## src/rtl/mem_arb_pkg.sv

```systemverilog
// mem_arb_pkg: shared state/owner types and constants for mem_arbiter.
package mem_arb_pkg;

  typedef enum logic [1:0] {
    CORE  = 2'd0,
    DMA   = 2'd1,
    YIELD = 2'd2
  } arb_state_t;

  typedef enum logic [1:0] {
    NONE    = 2'd0,
    CORE_RD = 2'd1,
    DMA_RD  = 2'd2
  } owner_t;

  // Addresses below this hold SFR/IO registers that DMA may read but not write.
  localparam logic [7:0] SFR_LIMIT = 8'h10;

  localparam int unsigned BURST_W = 4;

  function automatic logic is_sfr(input logic [7:0] addr);
    return addr < SFR_LIMIT;
  endfunction

endpackage

```

## src/rtl/mem_arb_burst_ctr.sv

```systemverilog
// mem_arb_burst_ctr: counts granted DMA transfers within one burst and flags
// the transfer that reaches MAX_BURST.
module mem_arb_burst_ctr
  import mem_arb_pkg::*;
#(
  parameter int unsigned MAX_BURST = 4
) (
  input  logic clk,
  input  logic reset,
  input  logic clear,
  input  logic incr,
  output logic limit
);

  logic [BURST_W-1:0] count;

  // Burst count: held at zero outside DMA ownership, one step per transfer.
  always_ff @(posedge clk) begin
    if (reset || clear) begin
      count <= '0;
    end else if (incr) begin
      count <= count + 1'b1;
    end
  end

  // The current transfer completes the allowed burst.
  always_comb begin
    limit = incr && (({1'b0, count} + 5'd1) == 5'(MAX_BURST));
  end

endmodule

```

## src/rtl/mem_arbiter.sv

```systemverilog
// mem_arbiter: shares the data-memory port between the core pipeline and one
// DMA requester, stalling the core while DMA owns the port and steering the
// one-cycle-latency read data back to its owner.
// Build option: MEM_ARBITER_BURST_LIMIT_EN enables the MAX_BURST limit and the
// YIELD state; without it DMA keeps the port while dma_req stays high.
module mem_arbiter
  import mem_arb_pkg::*;
#(
  parameter int unsigned MAX_BURST = 4
) (
  input  logic       clk,
  input  logic       reset,
  input  logic [7:0] core_readaddr,
  input  logic [7:0] core_writeaddr,
  input  logic [7:0] core_writedata,
  input  logic       core_write_en,
  output logic [7:0] core_readdata,
  output logic       core_stall,
  input  logic       dma_req,
  input  logic       dma_we,
  input  logic [7:0] dma_addr,
  input  logic [7:0] dma_wdata,
  output logic       dma_gnt,
  output logic       dma_rvalid,
  output logic [7:0] dma_rdata,
  output logic       dma_err,
  output logic [7:0] mem_readaddr,
  output logic [7:0] mem_writeaddr,
  output logic [7:0] mem_writedata,
  output logic       mem_write_en,
  input  logic [7:0] mem_readdata
);

  if (MAX_BURST < 1 || MAX_BURST > 15) begin : g_bad_max_burst
    $error("mem_arbiter: MAX_BURST must be in 1..15");
  end

  arb_state_t state, state_next;
  owner_t     owner_q, owner_next;
  logic [7:0] hold_q;
  logic       err_q;
  logic       burst_limit;
  logic       burst_clear;

  assign burst_clear = (state != DMA);

`ifdef MEM_ARBITER_BURST_LIMIT_EN
  mem_arb_burst_ctr #(.MAX_BURST(MAX_BURST)) u_burst_ctr (
    .clk   (clk),
    .reset (reset),
    .clear (burst_clear),
    .incr  (dma_gnt),
    .limit (burst_limit)
  );
`else
  assign burst_limit = 1'b0;
`endif

  // Ownership state register.
  always_ff @(posedge clk) begin
    if (reset) begin
      state <= CORE;
    end else begin
      state <= state_next;
    end
  end

  // Next ownership and port mux; CORE and YIELD both hand the port to the core.
  always_comb begin
    state_next    = state;
    core_stall    = 1'b0;
    dma_gnt       = 1'b0;
    mem_readaddr  = core_readaddr;
    mem_writeaddr = core_writeaddr;
    mem_writedata = core_writedata;
    mem_write_en  = core_write_en;
    case (state)
      CORE, YIELD: begin
        state_next = dma_req ? DMA : CORE;
      end
      DMA: begin
        core_stall    = 1'b1;
        dma_gnt       = dma_req;
        mem_readaddr  = dma_addr;
        mem_writeaddr = dma_addr;
        mem_writedata = dma_wdata;
        mem_write_en  = dma_req && dma_we && !is_sfr(dma_addr);
        if (!dma_req) begin
          state_next = CORE;
        end else if (burst_limit) begin
          state_next = YIELD;
        end
      end
      default: begin
        state_next = CORE;
      end
    endcase
  end

  // Who owns the read data arriving next cycle.
  always_comb begin
    owner_next = NONE;
    if (state != DMA) begin
      owner_next = CORE_RD;
    end else if (dma_gnt && !dma_we) begin
      owner_next = DMA_RD;
    end
  end

  // Read owner, core hold register and dropped-write flag.
  always_ff @(posedge clk) begin
    if (reset) begin
      owner_q <= NONE;
      hold_q  <= '0;
      err_q   <= 1'b0;
    end else begin
      owner_q <= owner_next;
      err_q   <= dma_gnt && dma_we && is_sfr(dma_addr);
      // Last core read result arrives in the first stalled cycle; keep it.
      if (owner_q == CORE_RD && state == DMA) begin
        hold_q <= mem_readdata;
      end
    end
  end

  // Read data steering.
  always_comb begin
    dma_rvalid    = (owner_q == DMA_RD);
    dma_rdata     = dma_rvalid ? mem_readdata : '0;
    core_readdata = (owner_q == CORE_RD) ? mem_readdata : hold_q;
    dma_err       = err_q;
  end

endmodule
```

## config.mk

```make
export PLATFORM = sky130hd
export DESIGN_NAME = mem_arbiter
export DESIGN_NICKNAME = d
export VERILOG_FILES = /design/src/rtl/mem_arb_pkg.sv /design/src/rtl/mem_arb_burst_ctr.sv /design/src/rtl/mem_arbiter.sv
export SDC_FILE = /design/constraint.sdc
export NUM_CORES = 1
export LEC_CHECK = 0
export CORE_MARGIN = 2
export CORE_UTILIZATION = 29
export CTS_CLUSTER_DIAMETER = 80
export DETAILED_ROUTE_END_ITERATION = 7
export PLACE_DENSITY = 0.86
export SLEW_MARGIN = 0
export SYNTH_ARGS = -nofsm -noshare
export SYNTH_HDL_FRONTEND = slang
export SYNTH_SLANG_ARGS = --single-unit
```

## constraint.sdc

```tcl
create_clock -name clk -period 1.74 [get_ports clk]
set_input_delay 0.435 -clock clk [delete_from_list [all_inputs] [get_ports clk]]
set_output_delay 0.435 -clock clk [all_outputs]
set_load 0.02 [all_outputs]
```

-- Word-level counts from Yosys, hierarchy flattened
Index checks and enable logic that the tools add are counted.
- shift-type cells: 0
- equal/unequal tests: 6
- add/sub/neg operators: 0
- bitwise operators: 0
- $mul: 0
- mux-type cells: 13
- reduce and logical (&&, ||, !) cells: 11
- div/mod/pow operators: 0
- magnitude comparators: 1
- operators by type and width (kind ; number):
    $mux W8 ; 5
    $lt A8 B5 Y1 const B ; 1
    $logic_and A1 B1 Y1 ; 6
    $mux W1 ; 5
    $eq A2 B1 Y1 const B ; 2
    $eq A2 B2 Y1 const B ; 2
    $mux W2 ; 2
    $pmux W2 S2 ; 1
    $reduce_or A2 Y1 ; 2
    $logic_not A1 Y1 ; 2
    $logic_not A2 Y1 ; 1
    $ne A2 B1 Y1 const B ; 1
    $ne A2 B2 Y1 const B ; 1
- input port bits: 53
- bits in latches: 0
- memory bits (read-only): 0
- word-level logic and storage cells: 36
- output and inout bits: 45
- memories kept: 0
- memory bits (writable): 0
- register bits: 13

-- Logic depth before layout (Yosys ltp)
- depth in word-level cells: 5
- mapped depth: 4
- gate-level depth less buffers: 2

-- Least setup slack after synthesis
Ideal clock, no wire load.
- path kind: flip-flop to output port
- start point: register state[0]
- end point: output port mem_write_en
- cell stages (with the launch flop): 5
- required time: 1305 ps
- arrival time: 1203 ps
- slack: 102 ps
- path through: dfxtp_1 -> buf_6 -> buf_2 -> nand3_1 -> o22ai_1
- cells in the longest elaborated chain, start to end: 2
- ends and longest elaborated chain (item ; RTL line ; source):
    start: declaration ; mem_arbiter.sv:38 ; arb_state_t state, state_next;
    start signal: assignment ; mem_arbiter.sv:64 ; state <= state_next;
    $eq A2 B1 Y1 ; mem_arbiter.sv:77 ; case (state)
    $mux W1 ; mem_arbiter.sv:77 ;
    end: declaration ; mem_arbiter.sv:30 ; output logic mem_write_en,
No other way between the ends.

-- Worst setup path after layout
- start point: register owner_q[0]
- end point: output port core_readdata[6]
- cells in the longest elaborated chain, start to end: 2
- ends and longest elaborated chain (item ; RTL line ; source):
    start: declaration ; mem_arbiter.sv:39 ; owner_t owner_q, owner_next;
    start signal: assignment ; mem_arbiter.sv:117 ; owner_q <= owner_next;
    $eq A2 B1 Y1 ; mem_arbiter.sv:130 ; core_readdata = (owner_q == CORE_RD) ? mem_readdata : hold_q;
    $mux W8 ; mem_arbiter.sv:130 ;
    end: declaration ; mem_arbiter.sv:17 ; output logic [7:0] core_readdata,
No other way between the ends.

==> results_dict.tcl <==
set metrics [dict create \
    nNetsFinal 285 \
    portBuffers 97 \
    yosysUniqueCellTypes 19 \
    grt_busiest_layer "met2" \
    setup_viol 10 \
    grt_start_max_net_pins 24 \
    arrival_ns 1.37 \
    clock_sinks 12 \
    fin_cells 275 \
    crit_buf_inv 2 \
    criticalPathCategory "flop to output port" \
    worstRegToRegCells 4 \
    syn-cell-area_sq_um 947.2 \
    grtUsageMet3_pct 6.092 \
    drv_slew 0 \
    period_share_pct 103.9 \
    worstPathRequired_ns 1.30 \
    crit_path_cell_trace "nor2b_4 > buf_12 > mux2_4 > buf_6" \
    detail-route-antenna-nets 0 \
    yosysWarnings 0 \
    design_area_sq_mm 0.002225 \
    tightest_slew_ns 0.4702 \
    slew_headroom_pct 68.66 \
    r2r-start "state[0]$_SDFFE_PP0N_" \
    leakage_nw 1.060 \
    wl_per_cell_um 13.95 \
    cpPeakStageDelay_ns 0.33 \
    peakVddDrop_mv 0.3112 \
    tritoncts "yes" \
    dpl-instance-area_sq_mm 0.002016 \
    grt.total_usage_pct 18.40 \
    status "finished, violations left" \
    die_w_um 61.15 \
    syn-num-nets 175 \
    slowest_stage "dfxtp_2" \
    drcViolationCount 0 \
    clockRootBuffer "clkbuf_4" \
    synth-edff-count 0 \
    cp_top_family "flip-flops" \
    detail_route.iter0.violations 22 \
    place_ws_ns -0.6306 \
    tns_ns -0.5158 \
    dp.cells 265 \
    cts.clk_slew.worst_paths_ns 0.07 \
    die_h_um 61.15 \
    h-tree-depth 1 \
    dp_hpwl_mm 2.680 \
    n_antenna_cell 0 \
    period_minus_slack_ns 1.807 \
    dieArea_sq_mm 0.003739 \
    rsz0062_at_grt "true" \
    synthCells 122 \
    end_kind "output port" \
    ctsHoldBuffers 0 \
    ys_seq_elements 12 \
    routed_via_density 4.538 \
    grt_util_met1_pct 19.13 \
    crit_path_max_fanout 6 \
    violations "negative setup slack" \
    clk_latency_ns 0.27 \
    synth_seq_area_share_pct 25.36 \
    initial_utilization_pct 30.77 \
    grt_pass1_wl_mm 5.112 \
    holdWs_ns 0.4632 \
    worst_setup_path_start_kind "flop" \
    r2r_setup_slack_ns 0.25 \
    min_path_cells 3 \
    overflow 0 \
    fp.coreArea_sq_mm 0.003078 \
    vias 1248 \
    rr_endpoint "hold_q[4]$_SDFFE_PP0P_" \
    min_from "dma_we" \
    cts_buffers 3 \
    final_core_util_pct 72.28 \
    grt.met2_usage_pct 34.35 \
    drive_gt1_share_pct 39.39 \
    synth_flop_cell "dfxtp_1" \
    antenna_found_initial 0 \
    skew_ns 0.0002794 \
    startpoint "owner_q[0]$_SDFF_PP0_" \
    nFillCells 230 \
    wl_mm 3.836 \
    holdPathEnd "owner_q[1]$_SDFF_PP0_" \
    gp_congestion 0.8047 \
    syn_area_per_cell_sq_um 7.764 \
    fmax_ghz 0.5533 \
    std_cell_rows 20 \
    dr.pass1.iters 5 \
    grt_pass1_vias 1208 \
    syn_to_final_growth_pct 134.9 \
    drv_cap 0 \
    synthArstFlopShare_pct 0 \
    hold_viol_final 0 \
    hold_class "input pin to flop" \
    p_per_area_mw_per_mm2 461.1 \
    worst_slack_ns -0.06727 \
    pin_count 98 \
    p_total_mw 1.026 \
    clockBufferDepth 2 \
]
registers in the layout, indices dropped and copies added, names as in the netlist:
| name | cells |
|---|---|
| dma_err | 1 |
| owner_q | 2 |
| state | 1 |
| hold_q | 8 |
logic make-up after synthesis:
| logic type | after synthesis | share of synthesized area (%) |
|---|---|---|
| and+or+nand+nor | 42 | 25.36 |
| buffers and inverters | 27 | 12.68 |
| DFF | 12 | 25.36 |
| AOI/OAI and AO/OA | 17 | 9.116 |
| muxes | 24 | 27.48 |
timing repair:
action | CTS | global route
endpoints found under the hold margin | 0 | 0
setup buffers | 2 | 2
endpoints found under the setup margin | 44 | 32
pin swaps | 2 | 4
gates resized for setup | 220 | 71
gates cloned | 0 | 3
report_power, final:
part           total, mW  leakage, nW  internal (mW)  switching, mW
Clock              0.220       0.0210          0.127         0.0926
Sequential         0.292       0.0990          0.283        0.00869
Combinational      0.514        0.940          0.302          0.213
worst max-delay path by stage:
stage | end | slack (ns) | depth (start not counted)
2_1_floorplan | mem_write_en | 0.10 | 4
3_5_place_dp | mem_write_en | -0.63 | 4
4_1_cts | core_readdata[7] | -0.12 | 5
6_report | core_readdata[6] | -0.07 | 4
5_1_grt | core_readdata[7] | -0.13 | 4
3_3_place_gp | mem_write_en | -0.62 | 4
Yosys cell counts (2+ instances only):
| cell type | n | area [sq um] |
|---|---|---|
| mux2_2 | 16 | 180.2 |
| dfxtp_1 | 12 | 240.2 |
| and2_1 | 8 | 50.05 |
| mux2i_1 | 8 | 80.08 |
| nand2_1 | 9 | 33.78 |
| nand2b_1 | 16 | 100.1 |
| buf_2 | 3 | 15.01 |
| o21ai_0 | 16 | 80.08 |
| inv_1 | 18 | 67.56 |
| buf_6 | 2 | 22.52 |
| nor2b_1 | 3 | 18.77 |
| clkbuf_1 | 4 | 15.01 |
area by class of cell:
cell class              count  area, sq um  share of cell area (%)
inverters                  18        67.56                   3.037
multi-input cells          83        676.9                   30.43
repair buffers            114         1142                   51.35
flip-flops and latches     12        246.5                   11.08
clock buffers               4        36.28                   1.631
well taps                  44        55.05                   2.475
metal layers:
layer | share of wire, % | routed length (um)
met5 | 0 | 0
met4 | 1.4 | 55
met3 | 5.7 | 219
met2 | 55 | 2102
met1 | 38 | 1459
layout by cell type, fill, tap and decap left out, drive strengths merged, types with 2 or more instances in the layout:
cell type      instances
clkdlybuf4s50         47
mux2i                  8
mux2                  16
nor2b                  3
and2                   8
dlygate4sd2            4
nand2b                16
buf                   56
o21ai                 16
clkbuf                 8
inv                   18
dfxtp                 12
nand2                  9
clkdlybuf4s15          2
worst register-to-register path: cells and delay by family (launching register included):
family                 cells  cell delay, ns
DFF                        1            0.43
buffers and inverters      2            0.26
muxes                      1            0.27
and+or+nand+nor            1            0.46
Power figures use the tool's default switching activity.
